--- src/rtl/rob_pkg.sv ---
// Shared ROB sizing and types; the register file and instruction queue
// import rob_tag_t from here so producer tags agree across the core.
package rob_pkg;

    localparam int ROB_DEPTH = 8;
    localparam int ROB_TAG_W = 3;
    localparam int XLEN      = 32;

    typedef logic [ROB_TAG_W-1:0] rob_tag_t;
    typedef logic [ROB_TAG_W:0]   rob_count_t;

    typedef struct packed {
        logic            busy;
        logic            ready;
        logic [4:0]      rd;
        logic [XLEN-1:0] data;
    } rob_entry_t;

endpackage

--- src/rtl/rob_commit_buffer_if.sv ---
// Dispatch, CDB, commit and operand-query signals of the reorder buffer.
// The master side is dispatch/CDB/regfile; the slave side is the ROB itself.
interface rob_commit_buffer_if;
    import rob_pkg::*;

    logic            flush;
    logic            alloc_req;
    logic [4:0]      alloc_rd;
    logic            alloc_ready;
    rob_tag_t        alloc_tag;
    logic            cdb_valid;
    rob_tag_t        cdb_tag;
    logic [XLEN-1:0] cdb_data;
    logic            commit_load;
    logic [4:0]      commit_dest;
    logic [XLEN-1:0] commit_data;
    rob_tag_t        commit_tag;
    rob_tag_t        query_tag_a;
    rob_tag_t        query_tag_b;
    logic            query_ready_a;
    logic            query_ready_b;
    logic [XLEN-1:0] query_data_a;
    logic [XLEN-1:0] query_data_b;
    logic            empty;
    logic            full;
    rob_count_t      count;

    modport master (
        output flush, alloc_req, alloc_rd, cdb_valid, cdb_tag, cdb_data,
               query_tag_a, query_tag_b,
        input  alloc_ready, alloc_tag, commit_load, commit_dest, commit_data,
               commit_tag, query_ready_a, query_ready_b, query_data_a,
               query_data_b, empty, full, count
    );

    modport slave (
        input  flush, alloc_req, alloc_rd, cdb_valid, cdb_tag, cdb_data,
               query_tag_a, query_tag_b,
        output alloc_ready, alloc_tag, commit_load, commit_dest, commit_data,
               commit_tag, query_ready_a, query_ready_b, query_data_a,
               query_data_b, empty, full, count
    );

endinterface

--- src/rtl/rob_commit_buffer.sv ---
// 8-entry in-order reorder buffer: tag allocation, CDB capture, one in-order
// commit per cycle into the register file, and tag-indexed operand bypass.
module rob_commit_buffer
    import rob_pkg::*;
(
    input logic                clk,
    input logic                rst,
    rob_commit_buffer_if.slave bus
);

    rob_entry_t entries_q [ROB_DEPTH];
    rob_entry_t entries_d [ROB_DEPTH];
    rob_tag_t   head_q, head_d;
    rob_tag_t   tail_q, tail_d;
    rob_count_t count_q, count_d;

    rob_entry_t head_entry;
    logic       full_w;
    logic       alloc_fire;
    logic       commit_fire;
    logic       cdb_take;
    logic       hit_a, hit_b;

    assign head_entry  = entries_q[head_q];
    assign full_w      = (count_q == rob_count_t'(ROB_DEPTH));
    assign alloc_fire  = bus.alloc_req && !full_w;
    assign commit_fire = head_entry.busy && head_entry.ready;
    // A result aimed at the entry retiring this edge would resurrect a freed slot.
    assign cdb_take    = bus.cdb_valid && entries_q[bus.cdb_tag].busy &&
                         !(commit_fire && (bus.cdb_tag == head_q));

    assign bus.alloc_ready = !full_w;
    assign bus.alloc_tag   = tail_q;
    assign bus.empty       = (count_q == '0);
    assign bus.full        = full_w;
    assign bus.count       = count_q;

    assign bus.commit_load = commit_fire;
    assign bus.commit_dest = head_entry.busy ? head_entry.rd   : 5'd0;
    assign bus.commit_data = head_entry.busy ? head_entry.data : '0;
    assign bus.commit_tag  = head_entry.busy ? head_q          : '0;

    // Operand lookup forwards a same-cycle CDB broadcast ahead of the stored value.
    assign hit_a = bus.cdb_valid && (bus.cdb_tag == bus.query_tag_a);
    assign hit_b = bus.cdb_valid && (bus.cdb_tag == bus.query_tag_b);

    assign bus.query_ready_a = entries_q[bus.query_tag_a].busy &&
                               (entries_q[bus.query_tag_a].ready || hit_a);
    assign bus.query_ready_b = entries_q[bus.query_tag_b].busy &&
                               (entries_q[bus.query_tag_b].ready || hit_b);
    assign bus.query_data_a  = hit_a ? bus.cdb_data : entries_q[bus.query_tag_a].data;
    assign bus.query_data_b  = hit_b ? bus.cdb_data : entries_q[bus.query_tag_b].data;

    always_comb begin
        entries_d = entries_q;
        head_d    = head_q;
        tail_d    = tail_q;
        count_d   = count_q;
        if (bus.flush) begin
            for (int i = 0; i < ROB_DEPTH; i++) begin
                entries_d[i].busy  = 1'b0;
                entries_d[i].ready = 1'b0;
            end
            head_d  = '0;
            tail_d  = '0;
            count_d = '0;
        end else begin
            if (cdb_take) begin
                entries_d[bus.cdb_tag].ready = 1'b1;
                entries_d[bus.cdb_tag].data  = bus.cdb_data;
            end
            if (commit_fire) begin
                entries_d[head_q].busy  = 1'b0;
                entries_d[head_q].ready = 1'b0;
                head_d = head_q + 1'b1;
            end
            // Allocation never targets the head being freed: that would require full.
            if (alloc_fire) begin
                entries_d[tail_q].busy  = 1'b1;
                entries_d[tail_q].ready = 1'b0;
                entries_d[tail_q].rd    = bus.alloc_rd;
                entries_d[tail_q].data  = '0;
                tail_d = tail_q + 1'b1;
            end
            case ({alloc_fire, commit_fire})
                2'b10:   count_d = count_q + 1'b1;
                2'b01:   count_d = count_q - 1'b1;
                default: count_d = count_q;
            endcase
        end
    end

    always_ff @(posedge clk or posedge rst) begin
        if (rst) begin
            for (int i = 0; i < ROB_DEPTH; i++) begin
                entries_q[i] <= '0;
            end
            head_q  <= '0;
            tail_q  <= '0;
            count_q <= '0;
        end else begin
            entries_q <= entries_d;
            head_q    <= head_d;
            tail_q    <= tail_d;
            count_q   <= count_d;
        end
    end

    // Flushing while the head retires would drop an architecturally visible write.
    flushCommitExclusive: assert property (@(posedge clk) disable iff (rst)
        !(bus.flush && commit_fire));

endmodule

--- src/flat_wrapper.sv ---
// flat-port wrapper written by rule: the top's interface ports become plain ports
module rob_commit_buffer_flat import rob_pkg::*;
  (clk, rst, bus_flush, bus_alloc_req, bus_alloc_rd, bus_cdb_valid, bus_cdb_tag, bus_cdb_data, bus_query_tag_a, bus_query_tag_b, bus_alloc_ready, bus_alloc_tag, bus_commit_load, bus_commit_dest, bus_commit_data, bus_commit_tag, bus_query_ready_a, bus_query_ready_b, bus_query_data_a, bus_query_data_b, bus_empty, bus_full, bus_count);
  rob_commit_buffer_if bus_i ();
  input logic clk;
  input logic rst;
  input wire logic [$bits(bus_i.flush)-1:0] bus_flush;
  input wire logic [$bits(bus_i.alloc_req)-1:0] bus_alloc_req;
  input wire logic [$bits(bus_i.alloc_rd)-1:0] bus_alloc_rd;
  input wire logic [$bits(bus_i.cdb_valid)-1:0] bus_cdb_valid;
  input wire logic [$bits(bus_i.cdb_tag)-1:0] bus_cdb_tag;
  input wire logic [$bits(bus_i.cdb_data)-1:0] bus_cdb_data;
  input wire logic [$bits(bus_i.query_tag_a)-1:0] bus_query_tag_a;
  input wire logic [$bits(bus_i.query_tag_b)-1:0] bus_query_tag_b;
  output wire logic [$bits(bus_i.alloc_ready)-1:0] bus_alloc_ready;
  output wire logic [$bits(bus_i.alloc_tag)-1:0] bus_alloc_tag;
  output wire logic [$bits(bus_i.commit_load)-1:0] bus_commit_load;
  output wire logic [$bits(bus_i.commit_dest)-1:0] bus_commit_dest;
  output wire logic [$bits(bus_i.commit_data)-1:0] bus_commit_data;
  output wire logic [$bits(bus_i.commit_tag)-1:0] bus_commit_tag;
  output wire logic [$bits(bus_i.query_ready_a)-1:0] bus_query_ready_a;
  output wire logic [$bits(bus_i.query_ready_b)-1:0] bus_query_ready_b;
  output wire logic [$bits(bus_i.query_data_a)-1:0] bus_query_data_a;
  output wire logic [$bits(bus_i.query_data_b)-1:0] bus_query_data_b;
  output wire logic [$bits(bus_i.empty)-1:0] bus_empty;
  output wire logic [$bits(bus_i.full)-1:0] bus_full;
  output wire logic [$bits(bus_i.count)-1:0] bus_count;
  assign bus_i.flush = bus_flush;
  assign bus_i.alloc_req = bus_alloc_req;
  assign bus_i.alloc_rd = bus_alloc_rd;
  assign bus_i.cdb_valid = bus_cdb_valid;
  assign bus_i.cdb_tag = bus_cdb_tag;
  assign bus_i.cdb_data = bus_cdb_data;
  assign bus_i.query_tag_a = bus_query_tag_a;
  assign bus_i.query_tag_b = bus_query_tag_b;
  assign bus_alloc_ready = bus_i.alloc_ready;
  assign bus_alloc_tag = bus_i.alloc_tag;
  assign bus_commit_load = bus_i.commit_load;
  assign bus_commit_dest = bus_i.commit_dest;
  assign bus_commit_data = bus_i.commit_data;
  assign bus_commit_tag = bus_i.commit_tag;
  assign bus_query_ready_a = bus_i.query_ready_a;
  assign bus_query_ready_b = bus_i.query_ready_b;
  assign bus_query_data_a = bus_i.query_data_a;
  assign bus_query_data_b = bus_i.query_data_b;
  assign bus_empty = bus_i.empty;
  assign bus_full = bus_i.full;
  assign bus_count = bus_i.count;
  rob_commit_buffer u_core (.clk(clk), .rst(rst), .bus(bus_i));
endmodule
--- config.mk ---
export PLATFORM = sky130hd
export DESIGN_NAME = rob_commit_buffer_flat
export DESIGN_NICKNAME = d
export VERILOG_FILES = /design/src/rtl/rob_pkg.sv /design/src/rtl/rob_commit_buffer_if.sv /design/src/rtl/rob_commit_buffer.sv /design/src/flat_wrapper.sv
export SDC_FILE = /design/constraint.sdc
export NUM_CORES = 1
export LEC_CHECK = 0
export BUFFER_PORTS_ARGS = -buffer_cell sky130_fd_sc_hd__buf_2
export CAP_MARGIN = 20
export CORE_MARGIN = 2
export CORE_UTILIZATION = 55
export DETAILED_ROUTE_END_ITERATION = 8
export MAX_ROUTING_LAYER = met4
export PLACE_DENSITY = 0.83
export SLEW_MARGIN = 40
export SYNTH_ARGS = -nofsm -noshare
export SYNTH_HDL_FRONTEND = slang
export SYNTH_SLANG_ARGS = --single-unit
--- constraint.sdc ---
create_clock -name clk -period 9.6 [get_ports clk]
set_input_delay 0 -clock clk [delete_from_list [all_inputs] [get_ports clk]]
set_output_delay 0 -clock clk [all_outputs]
set_load 0.01 [all_outputs]
==> results of run 1 <==
-- area by class of cell --
type | instances | share of cell area, %
Inverter | 15 | 0.3219
Tap cell | 448 | 2.622
Timing Repair Buffer | 249 | 7.972
Clock buffer | 45 | 4.507
Sequential cell | 322 | 37.70
Antenna cell | 5 | 0.05853
Clock inverter | 16 | 1.106
Multi-Input combinational cell | 1009 | 45.72
-- per-layer routing --
layer / part of all wire, % / wire length, microns / GRT usage (%)
met1: 35 / 22150 / 46.08
met2: 46 / 28480 / 54.45
met3: 14 / 8440 / 10.53
met4: 5.5 / 3427 / 18.44
met5: 0 / 0 / -
-- worst max-delay path, cell delays in order, from the launching register on --
cell                       delay [ps]
sky130_fd_sc_hd__dfrtp_1          850
sky130_fd_sc_hd__mux4_2           640
sky130_fd_sc_hd__mux2i_4          170
sky130_fd_sc_hd__a31o_2           230
sky130_fd_sc_hd__inv_2            200
sky130_fd_sc_hd__a211oi_1         580
sky130_fd_sc_hd__and3_1           710
sky130_fd_sc_hd__buf_4            410
sky130_fd_sc_hd__a22o_1           210
-- layout by cell type (no fill, tap or decap), types with 10 or more instances in the layout --
cell type | netlist | layout
sky130_fd_sc_hd__dfrtp_1 | 322 | 322
sky130_fd_sc_hd__a22o_1 | 269 | 269
sky130_fd_sc_hd__buf_2 | 28 | 163
sky130_fd_sc_hd__mux4_2 | 134 | 134
sky130_fd_sc_hd__a22oi_1 | 123 | 123
sky130_fd_sc_hd__nand2_1 | 97 | 97
sky130_fd_sc_hd__o21ai_0 | 73 | 73
sky130_fd_sc_hd__mux2i_1 | 70 | 70
sky130_fd_sc_hd__mux2_2 | 40 | 40
sky130_fd_sc_hd__dlygate4sd3_1 | 0 | 40
sky130_fd_sc_hd__clkbuf_16 | 0 | 35
sky130_fd_sc_hd__buf_4 | 3 | 33
sky130_fd_sc_hd__a41oi_1 | 25 | 25
sky130_fd_sc_hd__nor2_1 | 29 | 21
sky130_fd_sc_hd__a221oi_1 | 17 | 17
sky130_fd_sc_hd__a21oi_1 | 14 | 14
sky130_fd_sc_hd__a31oi_1 | 14 | 14
sky130_fd_sc_hd__inv_1 | 14 | 13
sky130_fd_sc_hd__xnor2_1 | 10 | 10
-- synthesized netlist by cell type (4+ instances only) --
cell / number
sky130_fd_sc_hd__o21ai_0: 73
sky130_fd_sc_hd__mux2i_1: 70
sky130_fd_sc_hd__a221oi_1: 17
sky130_fd_sc_hd__mux4_2: 134
sky130_fd_sc_hd__and3_1: 4
sky130_fd_sc_hd__xor2_1: 6
sky130_fd_sc_hd__a22oi_1: 123
sky130_fd_sc_hd__a22o_1: 269
sky130_fd_sc_hd__dfrtp_1: 322
sky130_fd_sc_hd__a31o_2: 4
sky130_fd_sc_hd__a21oi_1: 14
sky130_fd_sc_hd__o211ai_1: 4
sky130_fd_sc_hd__a41oi_1: 25
sky130_fd_sc_hd__nand2_1: 97
sky130_fd_sc_hd__buf_1: 60
sky130_fd_sc_hd__mux2_2: 40
sky130_fd_sc_hd__buf_2: 28
sky130_fd_sc_hd__a2111o_1: 5
sky130_fd_sc_hd__a31oi_1: 14
sky130_fd_sc_hd__a21o_1: 8
sky130_fd_sc_hd__ha_1: 4
sky130_fd_sc_hd__and2_1: 8
sky130_fd_sc_hd__inv_1: 14
sky130_fd_sc_hd__nor2b_1: 7
sky130_fd_sc_hd__nor2_1: 29
sky130_fd_sc_hd__xnor2_1: 10
sky130_fd_sc_hd__clkbuf_1: 97
sky130_fd_sc_hd__nor3_1: 10
-- flip-flops by register name, indices dropped and copies added, names as in the netlist --
register              flops
u_core.bus.alloc_tag      3
u_core.bus.count          4
u_core.entries_q        312
u_core.head_q             3
-- what timing repair did --
action	in CTS	in global routing
endpoints found under the setup margin	0	0
endpoints found under the hold margin	443	0
hold buffers	40	0
-- stage by stage --
step | area (sq um) | total power, uW | instances | utilization (%) | hold WS [ps]
after global routing | 21380 | 3729 | 2109 | 64.07 | 82.61
after detailed placement | 19750 | 2177 | 2003 | 59.20 | 178.0
after global placement | 19540 | 2143 | 1993 | 58.57 | 267.1
final | 21380 | 3618 | 2109 | 64.07 | 67.60
after floorplan | 18500 | 1985 | 1534 | - | 150.6
after CTS | 21350 | 3603 | 2104 | 63.99 | 63.78
-- logic make-up after synthesis --
family	after synthesis
buf+inv	203
xor+xnor	16
simple gates	172
fa+ha+maj	4
compound gates	572
flops	322
mux	245
-- worst paths after layout --
| check | depth (start not counted) | slack, ps | end | from |
|---|---|---|---|---|
| worst max-delay path | 8 | 5500 | u_core.entries_q[291]$_DFFE_PP0N_ | u_core.head_q[0]$_DFFE_PP0P_ |
| worst min-delay path | 4 | 70 | u_core.entries_q[37]$_DFF_PP0_ | bus_cdb_valid |
| worst max register to register | 8 | 5500 | u_core.entries_q[291]$_DFFE_PP0N_ | u_core.head_q[0]$_DFFE_PP0P_ |
| worst min register to register | 1 | 510 | u_core.entries_q[112]$_DFFE_PP0P_ | u_core.entries_q[112]$_DFFE_PP0P_ |
| max in group asynchronous | 5 | 8100 | u_core.entries_q[199]$_DFFE_PP0N_ | rst |
| min in group asynchronous | 3 | 110 | u_core.entries_q[25]$_DFFE_PP0N_ | rst |
-- power by group through the flow --
stage | Combinational [uW] | Sequential (uW) | Clock (uW)
floorplan | 396 | 1590 | 0
global placement | 524 | 1620 | 0
detailed placement | 546 | 1630 | 0
CTS | 562 | 1610 | 1430
global route | 607 | 1630 | 1490
finish | 568 | 1620 | 1430
==> results, run 1 <==
- For the final routed database, the setup TNS stands at 0 ps.
- The floorplan die width is ~190 microns.
- The tool flagged a number of max-cap violations equal to 0.
- The longest clock path from root to sink contains 3 buffers.
- The biggest area consumer among synthesized cells is sky130_fd_sc_hd__dfrtp_1.
- TritonCTS built the clock tree.
- The global-route wire length before repair is 95750 microns.
- After synthesis, the largest area contributor takes up between 40% and 50% of total cell area.
- Summing the areas of all xor and xnor instances in the mapped netlist gives less than 1% of the synthesized area.
- The dominant combinational cell family by area after synthesis is compound AO/OA/AOI/OAI gates.
- The number of distinct library cells after synthesis is between 50 and 60.
- The type of the worst min-delay path is in2reg.
- The final clock skew is 26.36 ps.
- The share of layout cells above drive strength 1 is 28.26%.
- The congestion estimate from routability-driven global placement came to about 0.92.
- The count of H-tree levels built during CTS is 2.
- The top-level I/O count is roughly 170.
- The floorplan has 67 rows.
- The initial antenna violation count was 5.
- For this design the total switching power over the nets is slightly below 1000 uW.
- The full die area is 35120 sq um.
- The maximum fanout along the worst path is 21.
- The aggregate global-route resource usage is 36.59%.
- The nature of the critical path startpoint is a flip-flop.
- The number of global-route vias before repair was ~16000.
- CTS placed an instance of sky130_fd_sc_hd__clkbuf_16 at the clock tree root.
- The number of port buffers is approximately 170.
- By area the synthesized netlist is led by sky130_fd_sc_hd__dfrtp_1 44%, sky130_fd_sc_hd__mux4_2 16%, sky130_fd_sc_hd__a22o_1 13%, sky130_fd_sc_hd__a22oi_1 5.0%, sky130_fd_sc_hd__mux2i_1 3.8%.
- The flow ran to the end, and the final reports show no timing, DRC or antenna violations.
- At the worst endpoint, the arrival time is between 4000 and 5000 ps.
- Summed over all cells, the static leakage comes to about 0.0093 uW.
- Synthesis produced 1534 cells.
- The later-pin clock latency in the skew report is 520 ps.
- STA puts the critical path data required time at about 10000 ps.
- The filler cell count in the final layout is about 2500.
- In this run, synthesis produced a sequential element count of 322.
- The share of total power dissipated in combinational logic is roughly 16%.
- In the final layout, flip-flops and latches occupy a little over 8000 sq um.
- The first routing iteration left 2353 violations.
- The layout net count is between 1500 and 2000.
- After detailed routing, the total wire length is between 60000 and 70000 microns.
- The post-CTS setup buffer count is 0.
- The net count after synthesis is 1589.
- The share of total power dissipated in the clock network is 39.5%.
- The final count of negative-setup-slack endpoints is 0.
- Counting flops with an async set or reset pin after synthesis yields a share of between 90% and 100%.
- The area of combinational cells with multiple inputs is 9772 sq um.
- The first detailed-routing pass took 9 iterations.
- The number of buffers created by CTS is 34.
- Entering global routing, the biggest net connects 140 pins.
- Internal power comes to approximately 2600 uW.
- Net switching is between 20% and 30% of the power.
- Counting every sink on the clock net gives 322.
- Summing every instance area after synthesis gives about 19000 sq um.
- The start-to-end type of the worst setup path is reg2reg.
- Across all setup checks in the final design, the least slack found is between 5000 and 6000 ps.
- In the finished design, the share of the clock period the worst path needs comes to a little over two fifths.
- The initial core utilization is between 50% and 60%.
- Post-CTS repair changed the size of 0 cells.
- The maximum achievable frequency is ~0.24 GHz.
- Prior to clock tree synthesis, the placed netlist has a worst setup slack of 5667 ps.
- The area growth from synthesis to layout is 15.53%.
- The via count of the routed design is between 15000 and 20000.
- Once detailed placement completed, the half-perimeter wirelength came to around 36000 microns.
- The number of slew-limit violations in the final report was 0.
- The die span in y is approximately 190 microns.
- Of the post-synthesis cell area, the part taken by muxes is around 23%.
- In this run the remaining antenna-violating nets after routing total 0.
- The final critical-path required period is approximately 4100 ps.
- After Yosys synthesis, full adders, half adders and majority gates account for less than 1% of the synthesized area.
- Dividing the detail-routed via count by the number of cells gives approximately 7.7.
- The core region is around 33000 sq um.
- The wire length per cell after detailed routing is approximately 30 microns.
- The leftover overflow at the end of global routing is 0.
- Among all flip-flop cells after synthesis, the most frequent one is sky130_fd_sc_hd__dfrtp_1.
- In this run, synthesis inferred 0 flip-flops with an integrated enable.
- The detailed-route DRC error count is 0.
- The endpoint class of the critical path is a flip-flop.
- Summing the sequential cell areas from Yosys gives 43.55% of the chip area.
- The per-instance average area after synthesis is 12.06 sq um.
- The total power divided by cell area is 169.3 nW/um^2.
- The maximum vdd drop is around 0.00013 V.
- Setup repair after global routing left no endpoint under its margin.
- The basic-gate share of the synthesized area counting and, or, nand and nor cells is 4.145%.
- Summing the areas of all compound-gate instances in the mapped netlist gives between 20% and 30% of the synthesized area.
- The sequential power share is between 40% and 50%.
- The pin slew with the least headroom to its limit is about 900 ps.
- Clock-pin slew was measured on the worst setup and hold paths at around 70 ps.
- The count of final hold-check violations is 0.
- In this run the tightest slew margin relative to its limit is 40.07%.
- During synthesis, Yosys emitted a total of 0 warnings.
Power figures use the tool's default switching activity.
==> run 2: changes to the inputs <==
Clock period 9.6 ns to 3.6 ns, I/O delays scaled along.
==> results, run 2 (synthesis results as in run 1) <==
- The run finished, with violations left.
- The checks that failed: hold timing.
- The final cycle utilization of the critical path is 93.85% (+51 points).
- The number of port buffers is 167 (unchanged).
- The maximum vdd drop is 0.0004316 V (+240%).
- The initial antenna violation count was 0 (-5).
- The critical path goes through inv_1 -> o41a_1 -> a31o_2 -> inv_2 -> a2111o_1 -> a21o_1 -> buf_4 -> a22o_1.
- The leftover overflow at the end of global routing is 0 (unchanged).
- The number of nets with antenna violations after routing is 0 (unchanged).
- The layout net count is 1704 (+1.1%).
- The wire length per cell after detailed routing was 29.50 microns (-0.47%).
- The maximum fanout along the worst path is 25 (+19%).
- The layout-stage area growth over the synthesis result is 16.20%.
- The register clock-pin slew on the reported worst setup and hold paths is 60 ps (about the same).
- The initial core utilization came to 55.46% (unchanged).
- The final clock skew is 17.03 ps (-9.330 ps).
- The count of H-tree levels built during CTS was 2 (unchanged).
- The total detailed-routing wirelength came to 62650 microns (+0.24%).
- The number of buffers created by CTS is 36 (+5.9%).
- The post-detailed-placement half-perimeter wirelength was 37300 microns (+4.3%).
- The maximum achievable frequency is 0.2960 GHz (+21%).
- The filler cell count in the final layout was 2508 (+0.60%).
- The required time of the worst setup path is 4040 ps (-6010 ps).
- The worst setup path is launched from a flip-flop.
- The detailed-route DRC error count is 0 (unchanged).
- The full die area is 35120 sq um (unchanged).
- The weighted congestion reported at the end of routability-driven placement was 0.9546 (+4.0%).
- The aggregate global-route resource usage is 36.59% (about the same).
- Setup repair after global routing left no endpoint under its margin.
- The buffer levels on the longest clock path is 3 (unchanged).
- The largest register by flop count is u_core.entries_q.
- The number of DRC violations after detailed-routing iteration 0 is 2278 (-3.2%).
- The detailed-route vias per instance is 7.631 (-0.74%).
- The number of sinks on the clock net is 322 (unchanged).
- The stage delay of the slowest cell on the critical path is 700 ps (-150 ps).
- The leakage power figure was 0.009401 uW (+0.89%).
- The post-CTS setup buffer count is 0 (unchanged).
- The CTS root buffer is sky130_fd_sc_hd__clkbuf_16.
- The share of layout cells above drive strength 1 is 29.07% (+0.81 points).
- In this run the worst hold path is classified as in2async.
- The via count of the routed design is 16210 (-0.037%).
- The final core utilization is 64.44% (+0.38 points).
- The later-pin clock latency in the skew report is 520 ps (about the same).
- The power consumption is 9608 uW (+170%).
- The global-route wire length before repair is 96350 microns (+0.63%).
- The floorplan die width is 187.4 microns (unchanged).
- The endpoint class of the critical path is a flip-flop.
- The maximum number of pins on one net before global-route repair was 106 (-24%).
- The placement row count is 67 (unchanged).
- The final critical-path required period is 3379 ps (-719.5 ps).
- The max-capacitance violation count was 0 (unchanged).
- The count of TritonRoute iterations in the first routing pass is 6 (-3).
- The worst slew slack as a fraction of its limit is 39.12% (-0.95 points).
- The die span in y is 187.4 microns (unchanged).
- The area inside the core boundary is 33360 sq um (unchanged).
- The pin slew with the least headroom to its limit is 913.2 ps (+14.32 ps).
- TritonCTS built the clock tree.
- In the layout the commonest cells are 322 x sky130_fd_sc_hd__dfrtp_1, 269 x sky130_fd_sc_hd__a22o_1, 163 x sky130_fd_sc_hd__buf_2.
- The worst hold slack after final layout is -24.52 ps (-92.13 ps).
- The number of slew-limit violations in the final report is 0 (unchanged).
- The footprint of the flip-flops and latches was 8058 sq um (unchanged).
- The number of global-route vias before repair is 16260 (+0.34%).
- The total power divided by cell area is 446.9 nW/um^2 (+160%).
- The slowest cell on the critical path is sky130_fd_sc_hd__dfrtp_1.
- The most common library cell in the layout ignoring fill and taps is sky130_fd_sc_hd__dfrtp_1.
- The area of combinational cells with multiple inputs is 9764 sq um (about the same).
- The count of final hold-check violations was 4 (+4).
- The final count of negative-setup-slack endpoints is 0 (unchanged).
- The critical path in this run is classified as reg2reg.
- The top-level I/O count is 168 (unchanged).
- The number of flip-flops in the largest register is 312 (unchanged).
- The arrival time at the worst endpoint came to 3820 ps (-720 ps).
-- run 2: changes by cell type in the layout (fill, tap and decap cells not counted), sizes merged --
cell / change
buf: +16
diode: -4
bufinv: -3
clkbuf: +3
clkinv: +2
clkinvlp: +1
-- run 2: per-layer routing --
metal | track usage (%) | vias to the layer above | routed length [microns]
li1 | - | 6361 | -
met1 | 46.13 | 8056 | 21940
met2 | 54.78 | 1480 | 28510
met3 | 10.08 | 312 | 8826
met4 | 18.32 | 0 | 3376
met5 | - | - | 0
-- run 2: cell type report --
class	instances	area share, %
well taps	448	2.607
multi-input cells	1009	45.41
diodes	1	0.01164
inverters	15	0.2793
flip-flops and latches	322	37.48
clock buffers	48	4.731
repair buffers	265	8.694
clock inverters	16	0.7856
-- run 2: path summary, 6_finish.rpt --
check                                                       start                           endpoint  slack, ps  cells past startpoint
min in group clk                                   bus_cdb_tag[0]    u_core.entries_q[271]$_DFF_PP0_         80                      4
worst min-delay path                                          rst  u_core.entries_q[140]$_DFFE_PP0N_        -20                      3
worst min register to register  u_core.entries_q[305]$_DFFE_PP0P_  u_core.entries_q[305]$_DFFE_PP0P_        510                      1
worst max-delay path                 u_core.head_q[1]$_DFFE_PP0P_   u_core.entries_q[58]$_DFFE_PP0N_        220                      8
max in group asynchronous                                     rst   u_core.entries_q[82]$_DFFE_PP0N_       2650                      5
worst max register to register       u_core.head_q[1]$_DFFE_PP0P_   u_core.entries_q[58]$_DFFE_PP0N_        220                      8
-- run 2: per-stage QoR --
step	TNS, ps	cell area [sq um]	setup slack, ps	instances
after floorplan	-223720	18510	-694.8	1534
after global placement	0	19890	388.2	2018
after detailed placement	0	19890	257.8	2018
after CTS	0	21470	219.7	2122
after global routing	0	21500	94.05	2123
final	0	21500	221.3	2124
-- run 2: critical path: cells and delay by family (launching register included) --
| kind | cells | cell delay, ps |
|---|---|---|
| compound gates | 5 | 1580 |
| flops | 1 | 700 |
| buf+inv | 3 | 1000 |
-- run 2: timing repair --
action	4_1_cts	5_1_grt
hold buffers	40	0
endpoints found under the setup margin	0	4
endpoints found under the hold margin	327	0
gates resized for setup	0	1
-- run 2: report_power, final --
group | switching [uW] | leakage, uW | internal, uW
Combinational | 772 | 0.00444 | 755
Sequential | 371 | 0.00437 | 3950
Clock | 1550 | 0.000590 | 2210
==> run 3: changes to the inputs <==
Settings changed: CORE_UTILIZATION 55 to 56, CTS_BUF_LIST from default to sky130_fd_sc_hd__clkbuf_2 sky130_fd_sc_hd__clkbuf_4 sky130_fd_sc_hd__clkbuf_8, PLACE_DENSITY 0.83 to 0.84.
==> results, run 3 (synthesis results as in run 1) <==
- The weighted congestion reported at the end of routability-driven placement is 0.9747 (+2.1%).
- The area inside the core boundary was 32540 sq um (-2.5%).
- The count of final hold-check violations was 0 (-4).
- The via count of the routed design is 16140 (-0.46%).
- The area of combinational cells with multiple inputs is 9762 sq um (about the same).
- Ranked by flip-flop count, first place goes to u_core.entries_q.
- The top-level I/O count is 168 (unchanged).
- The detailed-route DRC error count is 0 (unchanged).
- The number of slew-limit violations in the final report is 0 (unchanged).
- The number of sinks on the clock net is 322 (unchanged).
- The number of gates resized after CTS is 0 (unchanged).
- The final count of negative-setup-slack endpoints is 0 (unchanged).
- The final cycle utilization of the critical path is 95.17% (+1.3 points).
- The clock group share of total power is 38.1% (-1.0 points).
- The instance area at placement came to 19810 sq um (-0.39%).
- The full die area is 34510 sq um (-1.7%).
- The detailed-route vias per instance is 7.480 (-2.0%).
- The final critical-path required period is 3426 ps (+47.38 ps).
- The share of layout cells above drive strength 1 is 30.65% (+1.6 points).
- The count of H-tree levels built during CTS is 2 (unchanged).
- The number of flip-flops in the largest register was 312 (unchanged).
- Clock tree synthesis selected as its root buffer the cell sky130_fd_sc_hd__clkbuf_8.
- The final clock skew is 22.04 ps (+5.003 ps).
- The floorplan die width is 185.8 microns (-0.88%).
- The leftover overflow at the end of global routing is 0 (unchanged).
- The required time of the worst setup path is 4120 ps (+80 ps).
- The number of nets with antenna violations after routing is 0 (unchanged).
- The total power divided by cell area was 440.2 nW/um^2 (-1.5%).
- The power share of the combinational group is 16.1% (+0.2 points).
- The number of cells on the worst reg-to-reg path is 9 (+1).
- The worst setup path is launched from a flip-flop.
- The endpoint identified for the worst register-to-register timing path is u_core.entries_q[93]$_DFFE_PP0N_.
- The pin slew with the least headroom to its limit is 873.8 ps (-39.42 ps).
- The leakage power figure came to 0.009440 uW (+0.41%).
- TritonCTS built the clock tree.
- The buffer levels on the longest clock path is 3 (unchanged).
- The start-to-end type of the worst setup path is reg2reg.
- The end point of the worst hold path is u_core.entries_q[37]$_DFF_PP0_.
- The endpoint class of the critical path is a flip-flop.
- Setup repair after global routing left no endpoint under its margin.
- The total detailed-routing wirelength came to 61960 microns (-1.1%).
- The post-route cell area is 21460 sq um (-0.20%).
- The aggregate global-route resource usage is 37.53% (+0.93 points).
- The worst hold slack after final layout is 54.12 ps (+78.64 ps).
- The maximum number of pins on one net before global-route repair came to 110 (+3.8%).
- The switching power is 2674 uW (-0.51%).
- The maximum vdd drop came to 0.0003353 V (-22%).
- The arrival time at the worst endpoint was 3950 ps (+130 ps).
- The die span in y is 185.8 microns (-0.88%).
- The number of DRC violations after detailed-routing iteration 0 was 2343 (+2.9%).
- The register clock-pin slew on the reported worst setup and hold paths is 70 ps (about the same).
- The filler cell count in the final layout was 2410 (-3.9%).
- The layout-stage area growth over the synthesis result is 15.97%.
- The wire length per cell after detailed routing was 28.72 microns (-2.6%).
- The maximum achievable frequency is 0.2919 GHz (-1.4%).
- The number of buffers created by CTS is 53 (+47%).
- The max-capacitance violation count was 0 (unchanged).
- The placement row count is 66 (-1.5%).
- The number of global-route vias before repair is 16150 (-0.69%).
- The sequential power share came to 45.8% (+0.8 points).
- The number of port buffers came to 167 (unchanged).
- The startpoint identified for the worst hold timing path is bus_cdb_tag[1].
- The global-route wire length before repair was 95080 microns (-1.3%).
- The initial core utilization is 56.87% (+1.4 points).
- The register-to-register setup slack came to 170 ps (-50 ps).
- The later-pin clock latency in the skew report is 610 ps (+90 ps).
- Leaving out fill and tap cells, the most frequent cell in the layout is sky130_fd_sc_hd__dfrtp_1.
- The startpoint of the worst-slack reg-to-reg timing path is u_core.head_q[1]$_DFFE_PP0P_.
- The footprint of the flip-flops and latches is 8058 sq um (unchanged).
- The instance count along the most critical hold path is 4.
- The count of TritonRoute iterations in the first routing pass is 5 (-1).
- The layout net count is 1727 (+1.3%).
- The worst hold path belongs to the class in2reg.
- The flow ran to the end, and the final reports show no timing, DRC or antenna violations.
- The top cell types in the final layout, fill and taps aside, are 322 x sky130_fd_sc_hd__dfrtp_1, 269 x sky130_fd_sc_hd__a22o_1, 163 x sky130_fd_sc_hd__buf_2.
- The worst slew slack as a fraction of its limit is 41.61% (+2.5 points).
- The post-detailed-placement half-perimeter wirelength was 37140 microns (-0.42%).
- The switching share of power is 28.31% (+0.33 points).
- The initial antenna violation count is 2 (+2).
- The maximum fanout along the worst path is 22 (-12%).
- The cell internal power dissipation is 6772 uW (-2.1%).
## run 3: cell types whose count changed in the layout (fill, tap and decap cells not counted), sizes merged
cell and change:
clkbuf +31, dlygate4sd3 +4, buf +2, bufinv +1, clkinvlp +1, diode +1
inv -1
## run 3: repair_timing
| item | in CTS | in global routing |
|---|---|---|
| hold buffers | 44 | 0 |
| endpoints found under the hold margin | 638 | 0 |
| buffers inserted | 0 | 0 |
## run 3: final cells by class
cell class	instances	share of cell area (%)
antenna	2	0.02333
clock buffer	79	4.659
clock inverter	17	0.9155
inverter	15	0.2799
multi-input combinational	1009	45.50
sequential	322	37.55
tap	442	2.577
timing repair buffer	271	8.496
## run 3: power by group through the flow
stage          sequential [uW]  clock [uW]  combinational (uW)
3_3_place_gp              4320           0                1410
4_1_cts                   4300        3620                1500
6_report                  4330        3600                1520
5_1_grt                   4350        3780                1630
3_5_place_dp              4350           0                1470
2_1_floorplan             4240           0                1060
## run 3: worst max path at each step
stage	from	endpoint	slack, ps
5_1_grt	u_core.head_q[1]$_DFFE_PP0P_	u_core.entries_q[93]$_DFFE_PP0N_	40
3_5_place_dp	u_core.head_q[1]$_DFFE_PP0P_	u_core.entries_q[93]$_DFFE_PP0N_	300
4_1_cts	u_core.head_q[1]$_DFFE_PP0P_	u_core.entries_q[93]$_DFFE_PP0N_	230
6_report	u_core.head_q[1]$_DFFE_PP0P_	u_core.entries_q[93]$_DFFE_PP0N_	170
3_3_place_gp	u_core.head_q[1]$_DFFE_PP0P_	u_core.entries_q[78]$_DFFE_PP0N_	410
2_1_floorplan	rst	u_core.bus.alloc_tag[0]$_DFFE_PP0P_	-690
## run 3: metrics by stage
stage | total power (uW) | utilization (%) | setup TNS [ps] | setup slack [ps] | instances
after global placement | 5736 | 60.80 | 0 | 409.5 | 2014
after global routing | 9772 | 65.95 | 0 | 44.92 | 2157
after CTS | 9424 | 65.92 | 0 | 233.3 | 2155
final | 9446 | 65.95 | 0 | 174.0 | 2157
after detailed placement | 5819 | 60.89 | 0 | 301.5 | 2015
after floorplan | 5294 | - | -223720 | -694.8 | 1534
## run 3: worst max-delay path, stage by stage, from the launching register on
cell	delay, ps
sky130_fd_sc_hd__dfrtp_1	690
sky130_fd_sc_hd__inv_1	260
sky130_fd_sc_hd__o41a_1	450
sky130_fd_sc_hd__a31o_2	330
sky130_fd_sc_hd__inv_2	80
sky130_fd_sc_hd__buf_4	250
sky130_fd_sc_hd__a2111o_1	280
sky130_fd_sc_hd__a21o_1	400
sky130_fd_sc_hd__buf_4	390
sky130_fd_sc_hd__a22o_1	200
## run 3: layer usage
layer	vias to the layer above	part of all wire (%)	wire length (microns)	GRT usage (%)
li1	6412	-	-	-
met1	7969	35	21870	47.79
met2	1500	46	28630	55.70
met3	254	14	8843	11.43
met4	0	4.2	2618	16.94
met5	-	0	0	-
